--- config.mk ---
export PLATFORM = sky130hd
export DESIGN_NAME = spi_master_ctrl_flat
export DESIGN_NICKNAME = d
export VERILOG_FILES = /design/src/rtl/spi_master_ctrl_if.sv /design/src/rtl/spi_master_ctrl.sv /design/src/flat_wrapper.sv
export SDC_FILE = /design/constraint.sdc
export NUM_CORES = 1
export LEC_CHECK = 0
export ABC_AREA = 1
export CORE_UTILIZATION = 45
export CTS_CLUSTER_DIAMETER = 30
export DETAILED_ROUTE_END_ITERATION = 16
export GPL_ROUTABILITY_DRIVEN = 1
export GPL_TIMING_DRIVEN = 0
export PLACE_DENSITY = 0.71
export SETUP_SLACK_MARGIN = 0.05
export SLEW_MARGIN = 20
export SYNTH_ARGS = -nofsm -noshare
export SYNTH_HDL_FRONTEND = slang
export SYNTH_SLANG_ARGS = --single-unit
--- constraint.sdc ---
create_clock -name clk -period 4.1 [get_ports clk]
set_input_delay 1.025 -clock clk [delete_from_list [all_inputs] [get_ports clk]]
set_output_delay 1.025 -clock clk [all_outputs]
set_load 0.02 [all_outputs]
--- src/rtl/spi_master_ctrl_if.sv ---
// spi_master_ctrl_if
//   Groups the host handshake, the read-data return path and the SPI pins
//   of the SPI master controller into one bundle.
//
//   Signals:
//     start, frame[9:0]     host request and 10-bit command frame
//     ready, busy, done     controller status and frame-completion pulse
//     rd_data[7:0],rd_valid byte returned by a read-data frame
//     SS_n, MOSI, MISO      SPI pins towards the slave wrapper
//     cmd_err               only when SPI_MASTER_CMD_ORDER_EN is defined
//
//   Modports:
//     master  the controller side (spi_master_ctrl)
//     slave   the host / pin side that talks to the controller
interface spi_master_ctrl_if;
    logic       start;
    logic [9:0] frame;
    logic       ready;
    logic       busy;
    logic       done;
    logic [7:0] rd_data;
    logic       rd_valid;
    logic       SS_n;
    logic       MOSI;
    logic       MISO;
`ifdef SPI_MASTER_CMD_ORDER_EN
    logic       cmd_err;

    modport master (
        input  start, frame, MISO,
        output ready, busy, done, rd_data, rd_valid, SS_n, MOSI, cmd_err
    );

    modport slave (
        output start, frame, MISO,
        input  ready, busy, done, rd_data, rd_valid, SS_n, MOSI, cmd_err
    );
`else
    modport master (
        input  start, frame, MISO,
        output ready, busy, done, rd_data, rd_valid, SS_n, MOSI
    );

    modport slave (
        output start, frame, MISO,
        input  ready, busy, done, rd_data, rd_valid, SS_n, MOSI
    );
`endif
endinterface

--- src/rtl/spi_master_ctrl.sv ---
// spi_master_ctrl
//   Host-side SPI master for the SPI slave + single-port RAM wrapper. The
//   system clock is also the bit clock. A 10-bit command frame is sent
//   MSB-first under SS_n (one command-check cycle repeating frame[9], then
//   ten data bits). Read-data frames (cmd 2'b11) then idle READ_LATENCY
//   cycles and shift 8 bits in from MISO, MSB first, into rd_data.
//
//   Parameters:
//     READ_LATENCY  dummy cycles between last MOSI bit and first MISO sample
//     GAP_CYCLES    cycles SS_n stays high after each frame (>= 1)
//
//   Ports:
//     clk    system / SPI bit clock, rising edge
//     rst_n  asynchronous active-low reset
//     bus    spi_master_ctrl_if.master (handshake, read return, SPI pins)
//
//   Optional feature (macro SPI_MASTER_CMD_ORDER_EN):
//     Rejects a wr-data start not directly after a wr-addr frame, and a
//     rd-data start not directly after a rd-addr frame, pulsing cmd_err.
module spi_master_ctrl #(
    parameter int READ_LATENCY = 2,
    parameter int GAP_CYCLES   = 1
) (
    input  logic                clk,
    input  logic                rst_n,
    spi_master_ctrl_if.master   bus
);

    typedef enum logic [2:0] {IDLE, CHK, SHIFT, WAIT, RECV, GAP} state_t;

    // One down-counter serves every timed state, so it must hold the
    // largest of the bit index (9), the read latency and the gap length.
    localparam int MAX_A   = (READ_LATENCY > GAP_CYCLES) ? READ_LATENCY : GAP_CYCLES;
    localparam int MAX_CNT = (MAX_A > 9) ? MAX_A : 9;
    localparam int CNT_W   = $clog2(MAX_CNT + 1);

    localparam logic [CNT_W-1:0] ONE       = CNT_W'(1);
    localparam logic [CNT_W-1:0] BIT_FIRST = CNT_W'(9);
    localparam logic [CNT_W-1:0] RX_FIRST  = CNT_W'(7);
    localparam logic [CNT_W-1:0] GAP_LAST  = CNT_W'(GAP_CYCLES - 1);
    localparam logic [CNT_W-1:0] WAIT_LAST = CNT_W'((READ_LATENCY > 0) ? READ_LATENCY - 1 : 0);

    state_t           state, next_state;
    logic [CNT_W-1:0] cnt;
    logic [9:0]       f;
    logic [6:0]       shreg;
    logic [7:0]       rd_data_q;
    logic             is_read;
    logic             start_ok;

    assign is_read = (f[9:8] == 2'b11);

`ifdef SPI_MASTER_CMD_ORDER_EN
    logic       last_vld;
    logic [1:0] last_cmd;
    logic       reject;
    logic       cmd_err_q;

    // A data command is only legal right after its matching address command.
    assign reject = ((bus.frame[9:8] == 2'b11) && !(last_vld && last_cmd == 2'b10)) ||
                    ((bus.frame[9:8] == 2'b01) && !(last_vld && last_cmd == 2'b00));
    assign start_ok = bus.start && !reject;

    // Remember the last accepted command; flag a rejected start for one cycle.
    always_ff @(posedge clk or negedge rst_n) begin
        if (!rst_n) begin
            last_vld  <= 1'b0;
            last_cmd  <= 2'b00;
            cmd_err_q <= 1'b0;
        end else begin
            cmd_err_q <= (state == IDLE) && bus.start && reject;
            if (state == IDLE && start_ok) begin
                last_vld <= 1'b1;
                last_cmd <= bus.frame[9:8];
            end
        end
    end

    assign bus.cmd_err = cmd_err_q;
`else
    assign start_ok = bus.start;
`endif

    // State register plus the datapath it sequences: frame shadow, the
    // shared down-counter, the MISO shift register and the returned byte.
    always_ff @(posedge clk or negedge rst_n) begin
        if (!rst_n) begin
            state     <= IDLE;
            cnt       <= '0;
            f         <= '0;
            shreg     <= '0;
            rd_data_q <= '0;
        end else begin
            state <= next_state;
            case (state)
                IDLE: begin
                    cnt <= '0;
                    if (start_ok) f <= bus.frame;
                end
                CHK:   cnt <= BIT_FIRST;
                SHIFT: begin
                    if (cnt == '0) begin
                        if (!is_read)              cnt <= GAP_LAST;
                        else if (READ_LATENCY > 0) cnt <= WAIT_LAST;
                        else                       cnt <= RX_FIRST;
                    end else begin
                        cnt <= cnt - ONE;
                    end
                end
                WAIT: cnt <= (cnt == '0) ? RX_FIRST : cnt - ONE;
                RECV: begin
                    shreg <= {shreg[5:0], bus.MISO};
                    if (cnt == '0) begin
                        rd_data_q <= {shreg, bus.MISO};
                        cnt       <= GAP_LAST;
                    end else begin
                        cnt <= cnt - ONE;
                    end
                end
                GAP:     cnt <= (cnt == '0) ? '0 : cnt - ONE;
                default: cnt <= '0;
            endcase
        end
    end

    // Next-state selection; every timed state leaves when the counter hits 0.
    always_comb begin
        next_state = state;
        case (state)
            IDLE:  if (start_ok) next_state = CHK;
            CHK:   next_state = SHIFT;
            SHIFT: if (cnt == '0) begin
                       if (!is_read)              next_state = GAP;
                       else if (READ_LATENCY > 0) next_state = WAIT;
                       else                       next_state = RECV;
                   end
            WAIT:  if (cnt == '0) next_state = RECV;
            RECV:  if (cnt == '0) next_state = GAP;
            GAP:   if (cnt == '0) next_state = IDLE;
            default: next_state = IDLE;
        endcase
    end

    // Outputs decoded from state only, so a reset forces SS_n high at once.
    // done marks the first gap cycle, where the counter still holds GAP_LAST.
    always_comb begin
        bus.SS_n     = 1'b1;
        bus.MOSI     = 1'b0;
        bus.ready    = (state == IDLE);
        bus.busy     = (state != IDLE);
        bus.done     = (state == GAP) && (cnt == GAP_LAST);
        bus.rd_valid = (state == GAP) && (cnt == GAP_LAST) && is_read;
        bus.rd_data  = rd_data_q;
        case (state)
            CHK: begin
                bus.SS_n = 1'b0;
                bus.MOSI = f[9];
            end
            SHIFT: begin
                bus.SS_n = 1'b0;
                bus.MOSI = f[cnt[3:0]];
            end
            WAIT, RECV: bus.SS_n = 1'b0;
            default: ;
        endcase
    end

endmodule

--- src/flat_wrapper.sv ---
// flat-port wrapper written by rule: the top's interface ports become plain ports
module spi_master_ctrl_flat 
#(
    parameter int READ_LATENCY = 2,
    parameter int GAP_CYCLES   = 1
)
  (clk, rst_n, bus_start, bus_frame, bus_MISO, bus_ready, bus_busy, bus_done, bus_rd_data, bus_rd_valid, bus_SS_n, bus_MOSI);
  spi_master_ctrl_if bus_i ();
  input  logic clk;
  input  logic rst_n;
  input wire logic [$bits(bus_i.start)-1:0] bus_start;
  input wire logic [$bits(bus_i.frame)-1:0] bus_frame;
  input wire logic [$bits(bus_i.MISO)-1:0] bus_MISO;
  output wire logic [$bits(bus_i.ready)-1:0] bus_ready;
  output wire logic [$bits(bus_i.busy)-1:0] bus_busy;
  output wire logic [$bits(bus_i.done)-1:0] bus_done;
  output wire logic [$bits(bus_i.rd_data)-1:0] bus_rd_data;
  output wire logic [$bits(bus_i.rd_valid)-1:0] bus_rd_valid;
  output wire logic [$bits(bus_i.SS_n)-1:0] bus_SS_n;
  output wire logic [$bits(bus_i.MOSI)-1:0] bus_MOSI;
  assign bus_i.start = bus_start;
  assign bus_i.frame = bus_frame;
  assign bus_i.MISO = bus_MISO;
  assign bus_ready = bus_i.ready;
  assign bus_busy = bus_i.busy;
  assign bus_done = bus_i.done;
  assign bus_rd_data = bus_i.rd_data;
  assign bus_rd_valid = bus_i.rd_valid;
  assign bus_SS_n = bus_i.SS_n;
  assign bus_MOSI = bus_i.MOSI;
  spi_master_ctrl #(.READ_LATENCY(READ_LATENCY), .GAP_CYCLES(GAP_CYCLES)) u_core (.clk(clk), .rst_n(rst_n), .bus(bus_i));
endmodule
# Word level (Yosys, flattened, before mapping)
# Cells that the tools add are included.
[word_totals]
regBits = 32
input_bits = 14
output_inout_bits = 14
wordCells = 44
[classes]
n_addsub = 1
order_cmp = 1
n_eq_ne = 11
n_mux = 16
n_reduce_logical = 10
[op_table]
columns = ["cell", "n"]
rows = [
  ["two-way mux 3 bit", 6],
  ["case mux 3 bit (6 select lines)", 1],
  ["case mux 4 bit (4 select lines)", 1],
  ["two-way mux 4 bit", 3],
  ["!= test 2 x 1 -> 1 bit, second input constant", 4],
  ["== test 3 x 2 -> 1 bit, second input constant", 2],
  ["== test 3 bit, second input constant", 2],
  ["< comparator 4 x 5 -> 1 bit, second input constant", 1],
  ["AND reduction 5 bit", 1],
  ["binary-select mux 1 bit (select 4 bit)", 1],
  ["zero test 4 bit", 1],
  ["AND reduction 2 bit", 2],
  ["OR reduction 4 bit", 1],
  ["subtractor 4 x 1 -> 4 bit, second input constant", 1],
  ["== test 3 x 1 -> 1 bit, second input constant", 1],
  ["zero test 3 bit", 1],
  ["two-way mux 1 bit", 3],
  ["nonzero test 3 bit", 1],
  ["== test 2 bit, second input constant", 1],
  ["logical AND 1 bit", 2],
  ["!= test 2 bit, second input constant", 1],
  ["case mux 1 bit (2 select lines)", 1],
  ["OR reduction 2 bit", 1],
]

# Logic depth before layout (Yosys ltp)
# Gate-level depths: netlist of run 1.
[logic_depth]
ltp_word = 4
mapped_depth = 9
depth_no_buf = 8

# Least setup slack after synthesis of run 1
# OpenSTA, ideal clock, no wires.
[synth_timing]
kind = "register -> output"
from = "register u_core.cnt[0]"
to = "output bus_rd_valid"
t_arrival_ns = 1.450
required_time_ns = 3.075
path_slack_ns = 1.625
stages_incl_launch_ff = 6
n_path_buf = 1
cell_sequence = "dfrtp_1 > buf_2 > inv_1 > ha_1 > nand3_2 > nor3_1"
[synth_via]
elab_chain_cells = 3
[synth_lines]
columns = ["item", "line", "source"]
rows = [
  ["start, declared", "spi_master_ctrl.sv:44", "logic [CNT_W-1:0] cnt;"],
  ["start signal, assigned", "spi_master_ctrl.sv:107", "cnt <= cnt - ONE;"],
  ["start signal, assigned", "spi_master_ctrl.sv:110", "WAIT: cnt <= (cnt == '0) ? RX_FIRST : cnt - ONE;"],
  ["start signal, assigned", "spi_master_ctrl.sv:117", "cnt <= cnt - ONE;"],
  ["zero test 4 bit", "spi_master_ctrl.sv:152", "bus.rd_valid = (state == GAP) && (cnt == GAP_LAST) && is_read;"],
  ["logical AND 1 bit (2 in a row)", "spi_master_ctrl.sv:152", ""],
  ["end, declared", "flat_wrapper.sv:18", "output wire logic [$bits(bus_i.rd_valid)-1:0] bus_rd_valid;"],
]
# No other way between the ends.

# Worst setup path after layout of run 1
# Same ends and word-level chain as after synthesis.

==> impl_metrics.json, run 1 <==
{
  "clock_sinks": 32,
  "slowest_stage": "clkdlybuf4s50_1",
  "clock_insertion_delay_worst_skew_ps": 340,
  "wirelength_um": 2970,
  "grt_first_pass_wirelength_um": 4820,
  "rsz0062_at_grt": "no",
  "final_common_cell": "nand2_1",
  "start_kind": "flip-flop",
  "holdWs_ps": 498,
  "die_h_um": 60.0,
  "final_cell_mix": "nand2_1 (38), dfrtp_1 (32), clkdlybuf4s50_1 (26)",
  "htree_levels": 2,
  "cp_cell_sequence": "buf_2 -> inv_1 -> ha_1 -> nand3_2 -> nor3_1 -> clkdlybuf4s50_1",
  "grt_overflow": 0,
  "tns_ps": 0,
  "drv_slew": 0,
  "power_leakage_nw": 0.952,
  "path_buf_inv": 3,
  "r2r_start": "u_core.cnt[0]$_DFF_PN0_",
  "yosys_warnings": 0,
  "synth_seq_cells": 32,
  "die_w_um": 60.0,
  "reg2reg_depth": 7,
  "fillers": 296,
  "vdd_ir_drop_max_mv": 0.381,
  "crit_path_end_kind": "output port",
  "status": "completed",
  "cap_violations": 0,
  "max_stage_delay_ps": 630,
  "ys_seq_area_share_pct": 53.0,
  "clock_path_buffers": 2,
  "rrSetupSlack_ps": 2360,
  "worstHoldEndpoint": "u_core.shreg[4]$_DFFE_PN0P_",
  "grt_pass1_vias": 1187,
  "cp.arrival_ps": 2270,
  "fin_cells": 252,
  "antenna_found_initial": 0,
  "syn_avg_cell_area_sq_um": 8.74,
  "powerDensity_nw_per_um2": 783,
  "hold_path_class": "flip-flop to flip-flop",
  "dp.cells": 244,
  "cts.clk_slew.worst_paths_ps": 110,
  "syn-cell-area_sq_um": 1510,
  "fin_nets": 222,
  "setup_ws_ps": 810,
  "grtUsageTotal_pct": 18.6,
  "antenna_left": 0,
  "synth_cell_types": 26,
  "period_minus_slack_ps": 3290,
  "rr_endpoint": "u_core.bus.rd_data[7]$_DFFE_PN0P_",
  "slew_headroom_pct": 53.9,
  "gp_congestion": 0.903,
  "synth_nets": 188,
  "rows": 20,
  "final_area_sq_um": 1910,
  "dpl.hpwl_um": 2190,
  "routedWlPerCell_um": 11.8,
  "cts_tree": "built",
  "crit_family": "buffers and inverters",
  "drive_above_1_share_pct": 14.4,
  "min_from": "u_core.shreg[4]$_DFFE_PN0P_",
  "power_mw": 1.50,
  "worstHoldPathCells": 2,
  "placed_cell_area_sq_um": 1830,
  "path_class": "flip-flop to output port",
  "cts_hold_buf": 0,
  "cts_buffers": 5,
  "place_ws_ps": 1160,
  "drtIter0Drc": 50,
  "num_io_pins": 28,
  "fmax_ghz": 0.304,
  "clock-skew-final_ps": 6.67,
  "path_max_fanout": 9,
  "flow.area_growth_from_synthesis_pct": 26.5,
  "fin_crit_sh_pct": 80.3,
  "antenna_cells": 0,
  "drt_first_pass_iters": 4,
  "cts_resized": 0,
  "netlist_instances": 173,
  "viasPerCell": 4.90,
  "finalSetupViolations": 0,
  "core-area_sq_um": 3130,
  "worst_pin_slew_ps": 691,
  "fp.dieArea_sq_um": 3590,
  "hold_viol": 0,
  "utilization_pct": 61.1,
  "vias": 1236,
  "grt_max_degree": 33,
  "numPortBuffers": 27,
  "clockRootBuffer": "clkbuf_4",
  "start_util_pct": 48.3,
  "required_ps": 3070,
  "drcViolationCount": 0,
  "worst-path-stages": 6,
  "cts_setup_buffers": 0
}
## synthesized netlist by cell type, drive strengths merged
cell      n  area, sq um
o31ai     1         7.51
dfrtp    32          801
xnor2     1         8.76
o21ai    19         98.9
nand3    10         55.1
inv      28          105
o2111ai   1         8.76
nor2     12         47.6
o22ai     1         6.26
nand2    42          178
ha        1         12.5
mux2      4         60.1
buf       4         32.5
a21oi    10         50.1
nor3      3         15.0
a31oi     1         6.26
and2      1         6.26
or2       2         12.5
## registers in the layout, indices dropped and copies added, names as in the netlist
signal / count
u_core.f: 10
u_core.bus.rd_data: 8
u_core.shreg: 7
u_core.cnt: 4
u_core.state: 3
## worst reg2reg max path: cells and delay by family, from the launching register on
family	cells	cell delay, ps
and+or+nand+nor	2	240
muxes	1	300
DFF	1	370
buffers and inverters	3	490
adders and majority gates	1	240
## per-layer routing
layer,wire [um],GRT usage [%],up-vias
met5,0,0,-
met2,1480,32.2,23
met4,57,7.97,0
met1,1310,20.9,588
li1,-,-,618
met3,128,6.06,7
## how the worst max path moves through the flow
stage,from,end
floorplan,u_core.cnt[0]$_DFF_PN0_,bus_rd_valid
global placement,u_core.cnt[0]$_DFF_PN0_,bus_rd_valid
detailed placement,u_core.cnt[0]$_DFF_PN0_,bus_rd_valid
CTS,u_core.cnt[0]$_DFF_PN0_,bus_rd_valid
global route,u_core.cnt[0]$_DFF_PN0_,bus_rd_valid
finish,u_core.cnt[0]$_DFF_PN0_,bus_rd_valid
## power breakdown
part	internal (mW)	total, mW	switching [mW]
Sequential	0.448	0.526	0.0782
Combinational	0.312	0.732	0.420
Clock	0.127	0.239	0.112
## area by class of cell
type / instances / area [sq um] / share of cell area, %
Sequential cell: 32 / 801 / 41.9
Multi-Input combinational cell: 109 / 573 / 30.0
Timing Repair Buffer: 27 / 265 / 13.9
Inverter: 28 / 105 / 5.50
Tap cell: 44 / 55.1 / 2.88
Clock inverter: 3 / 42.5 / 2.23
Clock buffer: 5 / 37.5 / 1.96
Buffer: 4 / 32.5 / 1.70
## cell families after synthesis
kind of cell,Yosys count,share of synthesized area (%)
simple gates,70,20.8
mux,4,3.97
xor+xnor,1,0.580
buf+inv,32,9.11
flops,32,53.0
fa+ha+maj,1,0.828
compound gates,33,11.8
(Power assumes the default switching activity.)
==> inputs of run 2 (changes only) <==
==> constraint.sdc (replaced) <==
create_clock -name clk -period 3.4 [get_ports clk]
set_input_delay 0.85 -clock clk [delete_from_list [all_inputs] [get_ports clk]]
set_output_delay 0.85 -clock clk [all_outputs]
set_load 0.02 [all_outputs]
==> results of run 2 <==
Same layout as run 1 (identical final DEF). Status: completed.
Main changes from that run: setup slack after placement 1160 ps -> 633 ps; setup slack after layout 810 ps -> 285 ps; register-to-register setup slack 2360 ps -> 1660 ps; total power 1.50 mW -> 1.80 mW; worst IR drop on VDD 0.381 mV -> 0.459 mV
==> inputs of run 3 (changes only) <==
==> constraint.sdc (replaced) <==
create_clock -name clk -period 3 [get_ports clk]
set_input_delay 0.75 -clock clk [delete_from_list [all_inputs] [get_ports clk]]
set_output_delay 0.75 -clock clk [all_outputs]
set_load 0.02 [all_outputs]
==> run 3 against run 2 <==
Effect of this change:
- wire length about the same
- critical path depth stayed put
- utilization increased by 0.12 points
- count of clock-buffer cells in the layout unchanged
- non-clock buffer count is the same
- cell count did not move
- flip-flop and latch count unchanged
- power rose by 13%
- register-to-register slack worse by 400 ps
- clock skew is essentially flat
- combinational power is 13% higher
- sequential share of layout area decreased by 0.082 points
- critical endpoint unchanged
- largest cell class unchanged
==> impl_metrics.json, run 3 (synthesis results as in run 1) <==
{
  "slew_headroom_pct": 53.9,
  "start_kind": "flip-flop",
  "wirelength_um": 2970,
  "grt_max_degree": 33,
  "dpl.hpwl_um": 2190,
  "hold_path_class": "input pin to async pin",
  "drt_first_pass_iters": 4,
  "gp_congestion": 0.903,
  "status": "completed",
  "p_sw_uw": 834,
  "clock_path_buffers": 2,
  "fin_crit_sh_pct": 90.8,
  "intPower_mw": 1.21,
  "drive_above_1_share_pct": 14.4,
  "grt_pass1_vias": 1187,
  "drcViolationCount": 0,
  "power_mw": 2.04,
  "start_util_pct": 48.3,
  "rr_endpoint": "u_core.bus.rd_data[7]$_DFFE_PN0P_",
  "tns_ps": 0,
  "p_sw_share_pct": 40.8,
  "routedWlPerCell_um": 11.8,
  "fp.dieArea_sq_um": 3590,
  "clock-skew-final_ps": 6.67,
  "core-area_sq_um": 3130,
  "final_common_cell": "nand2_1",
  "cts.clk_slew.worst_paths_ps": 110,
  "rrSetupSlack_ps": 1260,
  "numPortBuffers": 27,
  "cts_buffers": 5,
  "path_max_fanout": 9,
  "cts_tree": "built",
  "rsz0062_at_grt": "no",
  "finalSetupViolations": 0,
  "powerDensity_nw_per_um2": 1070,
  "antenna_left": 0,
  "required_ps": 2250,
  "fin_nets": 222,
  "cts_setup_buffers": 0,
  "p_seq_share_pct": 35.2,
  "largest_register_ffs": 10,
  "antenna_cells": 0,
  "viasPerCell": 4.90,
  "grt_overflow": 0,
  "die_w_um": 60.0,
  "antenna_found_initial": 0,
  "power_leakage_nw": 0.991,
  "num_io_pins": 28,
  "cts_hold_buf": 0,
  "worst_pin_slew_ps": 691,
  "cts_resized": 1,
  "reg2reg_depth": 7,
  "power.share.clock_pct": 16.0,
  "grtUsageTotal_pct": 18.6,
  "path_class": "flip-flop to output port",
  "fin_cells": 252,
  "dp.cells": 244,
  "cp.arrival_ps": 1970,
  "period_minus_slack_ps": 2720,
  "rows": 20,
  "grt_first_pass_wirelength_um": 4820,
  "hold_viol": 0,
  "fillers": 295,
  "drtIter0Drc": 48,
  "final_cell_mix": "nand2_1 (38), dfrtp_1 (32), inv_1 (24)",
  "cap_violations": 0,
  "clockRootBuffer": "clkbuf_4",
  "top_register": "u_core.f",
  "clock_insertion_delay_worst_skew_ps": 340,
  "r2r_start": "u_core.cnt[0]$_DFF_PN0_",
  "vias": 1236,
  "die_h_um": 60.0,
  "crit_path_end_kind": "output port",
  "vdd_ir_drop_max_mv": 0.516,
  "flow.area_growth_from_synthesis_pct": 26.7,
  "power_frac_comb_pct": 48.8,
  "drv_slew": 0,
  "fmax_ghz": 0.367,
  "htree_levels": 2,
  "clock_sinks": 32
}
==> run 3: cell count changes in the layout (fill, tap and decap cells not counted) <==
cell	change
clkdlybuf4s50_1	-3
dlymetal6s2s_1	+2
dlygate4sd2_1	+1
==> run 3: final cells by class <==
type | instances | area, sq um | share of cell area, %
Buffer | 4 | 32.5 | 1.70
Clock buffer | 5 | 37.5 | 1.96
Clock inverter | 3 | 42.5 | 2.22
Inverter | 28 | 105 | 5.49
Multi-Input combinational cell | 109 | 573 | 29.9
Sequential cell | 32 | 801 | 41.8
Tap cell | 44 | 55.1 | 2.87
Timing Repair Buffer | 27 | 269 | 14.0
==> run 3: how the worst max path moves through the flow <==
stage / end / slack [ps] / cells past startpoint / startpoint
final: bus_rd_valid / 280 / 6 / u_core.cnt[0]$_DFF_PN0_
after CTS: bus_done / 60 / 6 / u_core.cnt[0]$_DFF_PN0_
after global routing: bus_rd_valid / 160 / 6 / u_core.cnt[0]$_DFF_PN0_
after global placement: bus_rd_valid / 400 / 6 / u_core.cnt[0]$_DFF_PN0_
after floorplan: bus_rd_valid / 800 / 5 / u_core.cnt[0]$_DFF_PN0_
after detailed placement: bus_rd_valid / 330 / 6 / u_core.cnt[0]$_DFF_PN0_
==> run 3: power groups by stage <==
stage / combinational (mW) / sequential [mW] / clock, mW
after global routing: 1.11 / 0.743 / 0.350
after floorplan: 0.646 / 0.754 / 0
after CTS: 1.01 / 0.719 / 0.333
after global placement: 0.973 / 0.721 / 0
after detailed placement: 1.00 / 0.727 / 0
final: 0.997 / 0.719 / 0.327
==> run 3: routing by layer <==
| layer | track usage, % | part of all wire, % | vias to the layer above |
|---|---|---|---|
| met4 | 7.97 | 1.9 | 0 |
| met1 | 20.9 | 44 | 588 |
| met3 | 6.06 | 4.4 | 7 |
| met5 | 0 | 0 | - |
| li1 | - | - | 618 |
| met2 | 32.2 | 50 | 23 |
==> run 3: metrics by stage <==
stage / hold WS [ps] / util, % / setup slack [ps] / cell area (sq um)
floorplan: 453 / - / 800 / 1510
global placement: 466 / 58.7 / 398 / 1840
detailed placement: 474 / 58.6 / 333 / 1830
CTS: 468 / 61.1 / 60.4 / 1910
global route: 493 / 61.2 / 157 / 1920
finish: 448 / 61.2 / 275 / 1920
==> run 3: worst max-delay path, stage by stage, from the launching register on <==
cell	delay [ps]
dfrtp_1	370
buf_2	170
inv_1	180
ha_1	240
nand3_2	150
nor3_1	190
dlygate4sd2_1	350
